===== config.mk =====
export PLATFORM = sky130hd
export DESIGN_NAME = multicycle_control
export DESIGN_NICKNAME = d
export VERILOG_FILES = /design/src/rtl/multicycle_control_pkg.sv /design/src/rtl/multicycle_control_instr_counter.sv /design/src/rtl/multicycle_control.sv
export SDC_FILE = /design/constraint.sdc
export NUM_CORES = 1
export LEC_CHECK = 0
export CAP_MARGIN = 20
export CORE_MARGIN = 2
export CORE_UTILIZATION = 47
export CTS_CLUSTER_SIZE = 10
export DETAILED_ROUTE_END_ITERATION = 8
export HOLD_SLACK_MARGIN = 0.02
export PLACE_DENSITY = 0.8
export SETUP_SLACK_MARGIN = 0.3
export SLEW_MARGIN = 15
export SYNTH_ARGS = -nofsm -noshare
export SYNTH_HDL_FRONTEND = slang
export SYNTH_SLANG_ARGS = --single-unit
export TNS_END_PERCENT = 10

===== constraint.sdc =====
create_clock -name clk -period 2.6 [get_ports clk]
set_input_delay 0.26 -clock clk [delete_from_list [all_inputs] [get_ports clk]]
set_output_delay 0.26 -clock clk [all_outputs]
set_load 0.01 [all_outputs]

===== src/rtl/multicycle_control_pkg.sv =====
// Shared encodings for the multi-cycle control path:
// FSM states, opcodes, ALUOp, mux selects and immediate formats.
package multicycle_control_pkg;

  typedef enum logic [3:0] {
    FETCH,
    DECODE,
    MEMADR,
    MEMREAD,
    MEMWB,
    MEMWRITE,
    EXECR,
    EXECI,
    ALUWB,
    BEQ,
    ILLEGAL
  } state_t;

  localparam logic [6:0] OP_LOAD  = 7'b0000011;
  localparam logic [6:0] OP_STORE = 7'b0100011;
  localparam logic [6:0] OP_R     = 7'b0110011;
  localparam logic [6:0] OP_I     = 7'b0010011;
  localparam logic [6:0] OP_BEQ   = 7'b1100011;

  localparam logic [1:0] ALUOP_ADD   = 2'b00;
  localparam logic [1:0] ALUOP_SUB   = 2'b01;
  localparam logic [1:0] ALUOP_FUNCT = 2'b10;

  localparam logic [1:0] SRCA_PC    = 2'b00;
  localparam logic [1:0] SRCA_OLDPC = 2'b01;
  localparam logic [1:0] SRCA_REGA  = 2'b10;

  localparam logic [1:0] SRCB_REGB = 2'b00;
  localparam logic [1:0] SRCB_IMM  = 2'b01;
  localparam logic [1:0] SRCB_FOUR = 2'b10;

  localparam logic [1:0] RES_ALUOUT = 2'b00;
  localparam logic [1:0] RES_MEM    = 2'b01;
  localparam logic [1:0] RES_ALU    = 2'b10;

  localparam logic [1:0] IMM_I = 2'b00;
  localparam logic [1:0] IMM_S = 2'b01;
  localparam logic [1:0] IMM_B = 2'b10;

  // Loads and stores differ only in opcode bit 5.
  function automatic logic is_store(input logic [6:0] op);
    return op[5];
  endfunction

endpackage


===== src/rtl/multicycle_control_instr_counter.sv =====
// Wrapping retired-instruction counter with async active-high reset.
// Ports: clk, reset, en (count this cycle), count (W bits).
module instr_counter #(
  parameter int W = 32
) (
  input  logic         clk,
  input  logic         reset,
  input  logic         en,
  output logic [W-1:0] count
);

  always_ff @(posedge clk or posedge reset) begin
    if (reset)
      count <= '0;
    else if (en)
      count <= count + W'(1);
  end

endmodule


===== src/rtl/multicycle_control.sv =====
// Main control FSM of the multi-cycle RISC-V datapath.
// Inputs: clk, reset (async, high), opcode, zero, mem_ready.
// Outputs: mem_req/mem_write/adr_src, ir_write, pc_write,
// reg_write, alu_src_a/b, alu_op, result_src, imm_src,
// illegal (sticky), instret (CNT_W bits).
// Define MC_ITYPE_EN to execute OP-IMM (0010011) via EXECI.
module multicycle_control
  import multicycle_control_pkg::*;
#(
  parameter int CNT_W = 32
) (
  input  logic             clk,
  input  logic             reset,
  input  logic [6:0]       opcode,
  input  logic             zero,
  input  logic             mem_ready,
  output logic             mem_req,
  output logic             mem_write,
  output logic             adr_src,
  output logic             ir_write,
  output logic             pc_write,
  output logic             reg_write,
  output logic [1:0]       alu_src_a,
  output logic [1:0]       alu_src_b,
  output logic [1:0]       alu_op,
  output logic [1:0]       result_src,
  output logic [1:0]       imm_src,
  output logic             illegal,
  output logic [CNT_W-1:0] instret
);

  state_t state;
  logic   pc_update;
  logic   branch;
  logic   retire;

  always_ff @(posedge clk or posedge reset) begin
    if (reset) begin
      state   <= FETCH;
      illegal <= 1'b0;
    end else begin
      unique case (state)
        FETCH:
          if (mem_ready) state <= DECODE;
        DECODE:
          case (opcode)
            OP_LOAD,
            OP_STORE: state <= MEMADR;
            OP_R:     state <= EXECR;
            OP_BEQ:   state <= BEQ;
`ifdef MC_ITYPE_EN
            OP_I:     state <= EXECI;
`endif
            default: begin
              state   <= ILLEGAL;
              illegal <= 1'b1;
            end
          endcase
        MEMADR:
          state <= is_store(opcode) ? MEMWRITE : MEMREAD;
        MEMREAD:
          if (mem_ready) state <= MEMWB;
        MEMWRITE:
          if (mem_ready) state <= FETCH;
        EXECR,
        EXECI:
          state <= ALUWB;
        MEMWB,
        ALUWB,
        BEQ:
          state <= FETCH;
        ILLEGAL:
          state <= ILLEGAL;
        default:
          state <= FETCH;
      endcase
    end
  end

  always_comb begin
    mem_req    = 1'b0;
    mem_write  = 1'b0;
    adr_src    = 1'b0;
    ir_write   = 1'b0;
    reg_write  = 1'b0;
    alu_src_a  = SRCA_PC;
    alu_src_b  = SRCB_REGB;
    alu_op     = ALUOP_ADD;
    result_src = RES_ALUOUT;
    imm_src    = IMM_I;
    pc_update  = 1'b0;
    branch     = 1'b0;
    retire     = 1'b0;
    unique case (state)
      FETCH: begin
        mem_req = 1'b1;
        if (mem_ready) begin
          ir_write   = 1'b1;
          pc_update  = 1'b1;
          alu_src_b  = SRCB_FOUR;
          result_src = RES_ALU;
        end
      end
      DECODE: begin
        alu_src_a = SRCA_OLDPC;
        alu_src_b = SRCB_IMM;
        imm_src   = IMM_B;
      end
      MEMADR: begin
        alu_src_a = SRCA_REGA;
        alu_src_b = SRCB_IMM;
        imm_src   = is_store(opcode) ? IMM_S : IMM_I;
      end
      MEMREAD: begin
        mem_req = 1'b1;
        adr_src = 1'b1;
      end
      MEMWB: begin
        result_src = RES_MEM;
        reg_write  = 1'b1;
        retire     = 1'b1;
      end
      MEMWRITE: begin
        mem_req   = 1'b1;
        mem_write = 1'b1;
        adr_src   = 1'b1;
        retire    = mem_ready;
      end
      EXECR: begin
        alu_src_a = SRCA_REGA;
        alu_op    = ALUOP_FUNCT;
      end
      EXECI: begin
        alu_src_a = SRCA_REGA;
        alu_src_b = SRCB_IMM;
        alu_op    = ALUOP_FUNCT;
      end
      ALUWB: begin
        reg_write = 1'b1;
        retire    = 1'b1;
      end
      BEQ: begin
        alu_src_a = SRCA_REGA;
        alu_op    = ALUOP_SUB;
        branch    = 1'b1;
        retire    = 1'b1;
      end
      default: ;
    endcase
    pc_write = pc_update | (branch & zero);
    // State already reads FETCH during reset; keep the
    // datapath and memory quiet until reset is released.
    if (reset) begin
      mem_req   = 1'b0;
      mem_write = 1'b0;
      ir_write  = 1'b0;
      pc_write  = 1'b0;
      reg_write = 1'b0;
      retire    = 1'b0;
    end
  end

  instr_counter #(
    .W(CNT_W)
  ) u_instret (
    .clk   (clk),
    .reset (reset),
    .en    (retire),
    .count (instret)
  );

endmodule


* After elaboration in Yosys (flattened, before gate mapping)
Index checks and enable logic that the tools add are counted.
** Word-level totals
- Bits in registers :: 37
- Word-level logic and storage cells :: 63
- Input port bits :: 11
** Operators by class
- Bitwise operators :: 3
- Mux-type cells :: 27
- Add/sub/neg operators :: 1
- Eq/ne operators :: 17
- Reductions and logical operators :: 12
** Operator list (number)
- $add 32x1->32 const B :: 1
- $pmux 4 s7 :: 1
- $pmux 2 s2 :: 5
- $eq 4x3->1 const B :: 4
- $eq 7x6->1 const B :: 2
- $mux 1 :: 14
- $eq 4x4->1 const B :: 3
- $mux 4 :: 3
- $pmux 4 s3 :: 1
- $reduce_or 3->1 :: 3
- $eq 4x2->1 const B :: 2
- $reduce_or 2->1 :: 4
- $reduce_or 4->1 :: 2
- $eq 7x2->1 const B :: 1
- $eq 7x7->1 const B :: 1
- $ne 2x2->1 const B :: 3
- $eq 4x1->1 const B :: 1
- $logic_not 4->1 :: 1
- $mux 3 :: 1
- $reduce_and 3->1 :: 1
- $mux 2 :: 1
- $pmux 1 s2 :: 1
- $reduce_and 2->1 :: 1
- $and 1x1->1 :: 1
- other kinds (2) :: 2

* Logic depth before layout (Yosys ltp)
Gate-level depths: netlist of run 1.
- Depth after elaboration :: 5
- Depth in mapped cells :: 7

* Cells and area by module
A second synthesis of run 1 with hierarchy kept.
** Unflattened totals
- Cell total of the unflattened synthesis :: 204
- Area total of the unflattened synthesis :: 2042.0 sq um
** By module, submodules not included
- instr_counter :: cells each 126, area an instance 1476.4 sq um, instances 1
- multicycle_control :: cells each 78, area an instance 565.5 sq um, instances 1

* Worst setup path after synthesis of run 1
Ideal clock, no wire load.
- Path kind :: flip-flop to flip-flop
- From :: register u_instret.count[19]
- To :: register u_instret.count[29]
- Setup time :: 126 ps
- Setup slack :: 797 ps
- Path buffers :: 0
- Period minus slack after synthesis :: 1803 ps
- Cell stages (with the launch flop) :: 6
- Arrival :: 1677 ps
- Cell sequence :: dfrtp_1 > and4_1 > and4_4 > nand3_4 > or4_4 > xnor2_2
** On the way
- Word-level cells in the longest chain between the ends :: 1
** Ends and longest elaborated chain
- start: declaration :: RTL line multicycle_control_instr_counter.sv:9 : output logic [W-1:0] count
- start signal: assignment :: RTL line multicycle_control_instr_counter.sv:16 : count <= count + W'(1);
- $add 32x1->32 :: RTL line multicycle_control_instr_counter.sv:16
Every way passes these cells.
A chain may end at the register's enable or synchronous reset.

* Final worst setup path of run 1
- From :: register state[3]
- To :: output reg_write
** On the way
- Word-level cells in the longest chain between the ends :: 4
- Elaborated cells between the ends (all ways) :: 5
- Classes of those cells :: eq/ne (2); mux (2); reduce/logical (1)
** Ends and longest elaborated chain
- start: declaration :: RTL line multicycle_control.sv:32 : state_t state;
- start signal: assignment :: RTL line multicycle_control.sv:60 : state <= is_store(opcode) ? MEMWRITE : MEMREAD;
- $eq 4x4->1 or $eq 4x3->1 (tied branches) :: RTL line multicycle_control.sv:94 : unique case (state)
- $reduce_or 2->1 (no line) *
- $mux 1 * :: RTL line multicycle_control.sv:94
- $mux 1 * :: RTL line multicycle_control.sv:153 : if (reset) begin
- end: declaration :: RTL line multicycle_control.sv:22 : output logic reg_write,
Every way passes the cells marked *; elsewhere a longest branch is shown, timed or not.

==> results of run 1 <==
-- per-stage QoR --
step                setup WS (ps)   util  hold slack, ps  std cells
global route                  261  0.693             507        320
CTS                           223  0.692             475        320
detailed placement            362  0.658             459        312
global placement              399  0.658             443        312
floorplan                     797      -             445        206
finish                        333  0.693             466        320
-- per-layer routing --
metal,vias up,GRT usage
met5,-,0
met4,0,0.0632
met3,5,0.0465
met2,61,0.337
met1,850,0.284
li1,844,-
-- power breakdown --
group	internal (mW)	switching (mW)
clock network	0.381	0.209
logic	0.427	0.470
registers	0.636	0.0834
total	1.44	0.763
-- final cells by class --
cell class,instances,area (um2)
fillers,316,1240
multi-input cells,151,1020
flip-flops and latches,37,927
repair buffers,64,628
clock buffers,5,68.8
clock inverters,3,65.1
well taps,50,62.6
inverters,10,37.5
-- cells in the mapped netlist --
cell type  instances  share of area
a31oi_1            1         0.0031
a21oi_1            5          0.012
a221oi_1           1         0.0043
nand3_4            2          0.017
and4_1             5          0.022
o41ai_1            1         0.0043
ha_1               1         0.0062
nor2_1            16          0.030
and2_1             3         0.0093
o32ai_1            1         0.0043
nand4_1            6          0.019
xnor2_2            1         0.0081
nor3b_1            1         0.0037
a21o_1             1         0.0037
mux2_2             1         0.0056
nor2b_1            1         0.0031
o22a_1             1         0.0043
nand2b_1           4          0.012
inv_1             10          0.019
o22ai_1            2         0.0062
nor4_2             1         0.0062
a2111oi_0          1         0.0043
and3_1             6          0.019
xnor2_1           16          0.069
clkbuf_1           3         0.0056
or4_4              1         0.0056
a22oi_1            1         0.0037
a41o_1             1         0.0050
o21ai_4            1         0.0081
nand4_2            1         0.0062
o21ai_0            4         0.0099
nand2_1           16          0.030
buf_1              1         0.0019
mux2i_1            1         0.0050
nor4_1             3         0.0093
nor3_1            19          0.047
nand3b_1           1         0.0037
buf_4              2         0.0074
buf_2              2         0.0050
nand3_1            7          0.017
dfrtp_1           37           0.46
xor2_1            16          0.069
and4_4             1         0.0056
-- registers in the layout (all words and copies together) (netlist names) --
signal,flops
illegal,1
state,4
u_instret.count,32
-- critical path: stages (launching register included) --
cell and delay [ps]:
dfrtp_1 400, nand2b_1 270, a2111oi_2 450, clkdlybuf4s50_1 600
-- logic make-up after synthesis --
group                      share of synthesized area
buffers and inverters                         0.0384
xor gates and xnor gates                       0.147
adders and majority gates                    0.00620
AOI/OAI and AO/OA                             0.0738
and+or+nand+nor                                0.265
muxes                                         0.0105
DFF                                            0.459
-- final timing paths --
kind	start	endpoint	slack, ps	cells past startpoint
worst max-delay path	state[3]$_DFFE_PP0P_	reg_write	330	3
max in group asynchronous	reset	state[0]$_DFFE_PP0P_	1600	4
worst min-delay path	illegal$_DFFE_PP0P_	illegal$_DFFE_PP0P_	470	1
min in group asynchronous	reset	u_instret.count[27]$_DFFE_PP0P_	650	4
worst max register to register	state[1]$_DFFE_PP0P_	u_instret.count[29]$_DFFE_PP0P_	580	6
worst min register to register	illegal$_DFFE_PP0P_	illegal$_DFFE_PP0P_	470	1
==> results.toml, run 1 <==
[place]
gp_congestion = 0.896
placed_cell_area_um2 = 2670
portBuffers = 59
dp_hpwl_mm = 3.43

[die]
rows = 23
die_h_um = 69.5
core_area_um2 = 4060
initial_core_util = 0.497
ios = 60
die_w_um = 69.5
die_area_um2 = 4830

[synth]
syn_area_per_cell_um2 = 9.80
yosys_warnings = 0
synth_area_um2 = 2020
synth-seq-cells = 37
synth_nets = 218
synth_cells = 206
yosysSeqAreaShare = 0.459
synth.distinct_cells = 43

[global_routing]
grt_pass1_vias = 1731
antenna_found_initial = 0
grt_util_all_layers = 0.209
grt_max_degree = 38
grt_pass1_wl_mm = 8.18
overflow = 0

[routing]
drtAntennaViolNets = 0
drt_iter0_drc = 169
routed_wl_mm = 4.65
drt_first_pass_iters = 4
viasPerCell = 5.50
met2WireLength_mm = 2.18
top_layer_used = "met4"
detail_route.wl_per_cell_um = 14.5
wl_met3_um = 308
drc = 0
wl_met1_mm = 2.11
vias = 1760

[clock_tree]
clk_latency_ps = 290
h-tree-depth = 2
cts_resized = 2
clock_path_buffers = 2
cts_buffers = 5
root_buffer = "clkbuf_8"
cts_setup_buffers = 0
cts.sinks = 37
cts_tree = "yes"
cts_hold_buf = 0
cts.clk_slew.worst_paths_ps = 70

[timing]
rsz0062_at_grt = "yes"
hold_violations = 0
finalCritPeriodShare = 0.872
tightest_slew_ps = 470
finalSetupViolCount = 0
finClkSkew_ps = 7.14
tns_ps = 0
fin_crit_ps = 2270
timing.slew.headroom = 0.687
maxSlewViolCount = 0
fmax_mhz = 441

[critical_path]
cp-start-kind = "register"
cp.required_ps = 2340
cp_max_fo = 5
crit_arrival_ps = 2010
path_class = "register to primary output"
cp-end-kind = "primary output"

[final_layout]
design_area_um2 = 2810
drive_above_1_share = 0.0963
most-common-layout-cells = "59 x clkdlybuf4s50_1, 36 x dfrtp_1, 19 x nor3_1"
final_common_cell = "clkdlybuf4s50_1"
area_growth_syn_to_layout_pct = 39.4
diodes = 0
layout.nets = 281

[run_status]
status = "completed"

[power_and_ir_drop]
power_density_nw_per_um2 = 785
p_total_mw = 2.21
p_leak_nw = 1.23
ir_worst_vdd_mv = 0.576

[run]
maxCapViolCount = 0

[hold_path]
hold_path_class = "register to register"
(Power assumes the default switching activity.)
==> run 2, diff against run 1 <==
--- a/config.mk
+++ b/config.mk
@@ -11,7 +11,7 @@
 export CTS_CLUSTER_SIZE = 10
 export DETAILED_ROUTE_END_ITERATION = 8
 export HOLD_SLACK_MARGIN = 0.02
-export PLACE_DENSITY = 0.8
+export PLACE_DENSITY_LB_ADDON = 0.3
 export SETUP_SLACK_MARGIN = 0.3
 export SLEW_MARGIN = 15
 export SYNTH_ARGS = -nofsm -noshare
==> run 2 against run 1 <==
  * First-iteration DRC count shrank 33%
  * Count of clock-buffer cells in the layout grew 1
  * Critical path depth is 2 higher
==> results.toml, run 2 (same netlist as run 1, synthesis figures left out) <==
[final_layout]
top_register = "u_instret.count"
largest_reg_flops = 32
layout.nets = 280
diodes = 0
design_area_um2 = 2790
most-common-layout-cells = "59 x clkdlybuf4s50_1, 35 x dfrtp_1, 19 x nor3_1"
area_growth_syn_to_layout_pct = 38.4
fin_cells = 319
multiInputGateArea_um2 = 1020
top_regs = "u_instret.count x32, state x4, illegal x1"
seqCellArea_um2 = 928
final_common_cell = "clkdlybuf4s50_1"
drive_above_1_share = 0.0967
fill_cells = 322

[place]
portBuffers = 59
placed_cell_area_um2 = 2660
gp_congestion = 0.819
place_inst = 311
dp_hpwl_mm = 3.26

[hold_path]
min_path_cells = 1
hold_path_class = "register to register"

[critical_path]
cp_max_fo = 9
path_class = "input port to primary output"
worstRegToRegCells = 6
cp.required_ps = 2340
cp-start-kind = "input port"
cp-end-kind = "primary output"
crit_arrival_ps = 2030

[global_routing]
overflow = 0
grt_pass1_wl_mm = 7.48
grt_pass1_vias = 1612
grt_max_degree = 38
antenna_found_initial = 0
grt_util_all_layers = 0.192

[clock_tree]
clock_path_buffers = 2
cts_buffers = 5
clk_latency_ps = 290
cts.sinks = 37
cts_tree = "yes"
root_buffer = "clkbuf_8"
h-tree-depth = 2
cts.clk_slew.worst_paths_ps = 70
cts_setup_buffers = 0

[die]
die_w_um = 69.5
initial_core_util = 0.497
rows = 23
die_h_um = 69.5
core_area_um2 = 4060
die_area_um2 = 4830
ios = 60

[timing]
maxSlewViolCount = 0
hold_violations = 0
whs_ps = 457
fin_crit_ps = 2290
tightest_slew_ps = 457
fmax_mhz = 438
timing.slew.headroom = 0.695
finClkSkew_ps = 5.98
rsz0062_at_grt = "yes"
tns_ps = 0
finalCritPeriodShare = 0.879
finalSetupViolCount = 0

[routing]
drtAntennaViolNets = 0
drt_first_pass_iters = 4
vias = 1755
detail_route.wl_per_cell_um = 14.5
drc = 0
viasPerCell = 5.50
routed_wl_mm = 4.61
drt_iter0_drc = 113

[power_and_ir_drop]
ir_worst_vdd_mv = 0.699
p_leak_nw = 1.21
power_density_nw_per_um2 = 760
p_total_mw = 2.12

[run]
maxCapViolCount = 0

[run_status]
status = "completed"
[run 2: metal layers]
| metal | global-route usage | share of wire |
|---|---|---|
| met3 | 0.0523 | 0.060 |
| met1 | 0.256 | 0.46 |
| met5 | 0 | 0 |
| met2 | 0.311 | 0.47 |
| met4 | 0.0458 | 0.0076 |
[run 2: path summary, 6_finish.rpt]
check	to	slack [ps]	from
setup reg to reg	u_instret.count[29]$_DFFE_PP0P_	600	state[1]$_DFFE_PP0P_
setup / recovery	pc_write	310	mem_ready
hold / removal	illegal$_DFFE_PP0P_	460	illegal$_DFFE_PP0P_
hold reg to reg	illegal$_DFFE_PP0P_	460	illegal$_DFFE_PP0P_
max in group asynchronous	state[0]$_DFFE_PP0P_	1670	reset
min in group asynchronous	state[2]$_DFFE_PP0P_	590	reset
[run 2: power breakdown]
part	switching, mW	total, mW	internal [mW]
clock	0.204	0.516	0.312
sequential	0.0953	0.733	0.638
combinational	0.447	0.872	0.426
total	0.746	2.12	1.38
[run 2: cell type report]
cell class,count,share of cell area
repair buffers,63,0.222
clock buffers,6,0.0296
multi-input cells,151,0.366
clock inverters,2,0.0134
well taps,50,0.0224
flip-flops and latches,37,0.332
inverters,10,0.0134
[run 2: per-stage QoR]
stage	setup slack (ps)	utilization
after global placement	412	0.656
after CTS	271	0.688
after detailed placement	322	0.656
after floorplan	797	-
final	314	0.688
after global routing	240	0.688
[run 2: what timing repair did]
item | 4_1_cts | 5_1_grt
hold endpoints to repair | 0 | 0
gates resized for setup | 4 | 2
endpoints found under the setup margin | 3 | 5
hold buffers | 0 | 0
[run 2: critical path, cell delays in order]
cell	delay [ps]
clkdlybuf4s50_1	640
nor3b_1	230
a31oi_1	70
nor4_1	230
clkdlybuf4s50_1	600
==> run 3, diff against run 2 <==
--- a/config.mk
+++ b/config.mk
@@ -5,11 +5,11 @@
 export SDC_FILE = /design/constraint.sdc
 export NUM_CORES = 1
 export LEC_CHECK = 0
-export CAP_MARGIN = 20
 export CORE_MARGIN = 2
-export CORE_UTILIZATION = 47
+export CORE_UTILIZATION = 27
 export CTS_CLUSTER_SIZE = 10
 export DETAILED_ROUTE_END_ITERATION = 8
+export DONT_BUFFER_PORTS = 1
 export HOLD_SLACK_MARGIN = 0.02
 export PLACE_DENSITY_LB_ADDON = 0.3
 export SETUP_SLACK_MARGIN = 0.3
==> run 3 against run 2 <==
  * Routed wire length increased by 0.20%
  * Count of clock-buffer cells in the layout decreased by 1
  * Via count decreased by 15%
  * Worst hold slack got worse by 290 ps
  * Die area increased by 69%
  * Fmax increased by 8.3%
  * Worst setup slack improved by 170 ps
  * Register-to-register slack about the same
  * Clock power increased by 20%
  * Critical path type is now register to primary output
  * Highest routed layer unchanged
==> results.toml, run 3 (same netlist as run 1, synthesis figures left out) <==
[final_layout]
largest_reg_flops = 32
top_register = "u_instret.count"
top_regs = "u_instret.count x32, state x4, illegal x1"
fill_cells = 780
final_common_cell = "dfrtp_1"
diodes = 0
layout.nets = 222
most-common-layout-cells = "37 x dfrtp_1, 19 x nor3_1"
drive_above_1_share = 0.0995
area_growth_syn_to_layout_pct = 13.0
finish.utilization = 0.314

[routing]
drt_iter0_drc = 110
detail_route.wl_per_cell_um = 14.9
drtAntennaViolNets = 0
drt_first_pass_iters = 4
vias = 1487
drc = 0
viasPerCell = 4.80
routed_wl_mm = 4.62

[clock_tree]
cts.clk_slew.worst_paths_ps = 80
clk_latency_ps = 300
cts_setup_buffers = 0
cts_hold_buf = 1
cts.sinks = 37
clock_path_buffers = 2
h-tree-depth = 2
cts_buffers = 5
cts_tree = "yes"
cts_resized = 0
root_buffer = "clkbuf_8"

[global_routing]
antenna_found_initial = 0
grt_max_degree = 38
grt_util_all_layers = 0.118
grt_pass1_wl_mm = 7.69
overflow = 0
grt_pass1_vias = 1383

[die]
die_h_um = 90.5
die_w_um = 90.5
initial_core_util = 0.278
die_area_um2 = 8180
core_area_um2 = 7250
ios = 60
rows = 31

[critical_path]
crit_arrival_ps = 1850
slowest_stage = "dfrtp_1"
cp_top_family = "simple AND/OR/NAND/NOR gates"
path_class = "register to primary output"
cp_max_fo = 13
crit_chain = "inv_1 > nand2_1 > nor2_1 > a21oi_1 > nor2_1"
crit_top_cell = "nor2_1"
cp-end-kind = "primary output"
cp-start-kind = "register"
path_buf_inv = 1
max_stage_delay_ps = 520
cp.required_ps = 2340

[timing]
timing.slew.headroom = 0.628
hold_violations = 0
finClkSkew_ps = 8.46
tightest_slew_ps = 554
fmax_mhz = 474
finalSetupViolCount = 0
finalCritPeriodShare = 0.812
tns_ps = 0
fin_crit_ps = 2110
rsz0062_at_grt = "no"
maxSlewViolCount = 0

[power_and_ir_drop]
p_leak_nw = 1.02
power_density_nw_per_um2 = 866
ir_worst_vdd_mv = 0.353

[place]
dp_hpwl_mm = 3.31
portBuffers = 0
gp_congestion = 0.816

[run_status]
status = "completed"

[hold_path]
hold_path_class = "input port to register"

[run]
maxCapViolCount = 0
[run 3: layer usage]
metal | track usage | wire, um
met1 | 0.165 | 2170
met2 | 0.176 | 2160
met3 | 0.0301 | 209
met4 | 0.0449 | 89
met5 | 0 | 0
[run 3: worst paths after layout]
kind,start,endpoint,slack (ps),cells past startpoint
min in group asynchronous,reset,state[3]$_DFFE_PP0P_,560,3
hold reg to reg,state[3]$_DFFE_PP0P_,state[2]$_DFFE_PP0P_,510,1
setup / recovery,state[1]$_DFFE_PP0P_,alu_src_b[0],490,5
hold / removal,mem_ready,state[2]$_DFFE_PP0P_,170,2
setup reg to reg,state[1]$_DFFE_PP0P_,u_instret.count[29]$_DFFE_PP0P_,600,5
max in group asynchronous,reset,u_instret.count[9]$_DFFE_PP0P_,1680,3
[run 3: through the flow]
step           worst slack, ps  hold WS [ps]  instance area (um2)  total power [mW]  cells
6_report                   489           170                 2280              1.97    310
5_1_grt                    332           158                 2280              2.11    310
4_1_cts                    501           152                 2280              1.99    310
3_5_place_dp               586           330                 2130              1.36    301
3_3_place_gp               606           325                 2130              1.37    301
2_1_floorplan              797           445                 2020              1.24    206
[run 3: cell type report]
class	instances	area (um2)	area share
clock buffers	5	68.8	0.0302
flip-flops and latches	37	926	0.406
multi-input cells	151	1010	0.445
clock inverters	3	68.8	0.0302
inverters	10	37.5	0.0165
well taps	99	124	0.0543
repair buffers	5	40.0	0.0176
[run 3: worst reg2reg max path, stage by stage (launching register included)]
cell and delay, ps:
dfrtp_1 520, nor2_1 190, and3_1 370, nand3_4 160, or4_4 520, xnor2_2 140
[run 3: report_power, final]
part	switching (mW)	internal [mW]
Sequential	0.130	0.634
Combinational	0.376	0.216
Clock	0.232	0.387
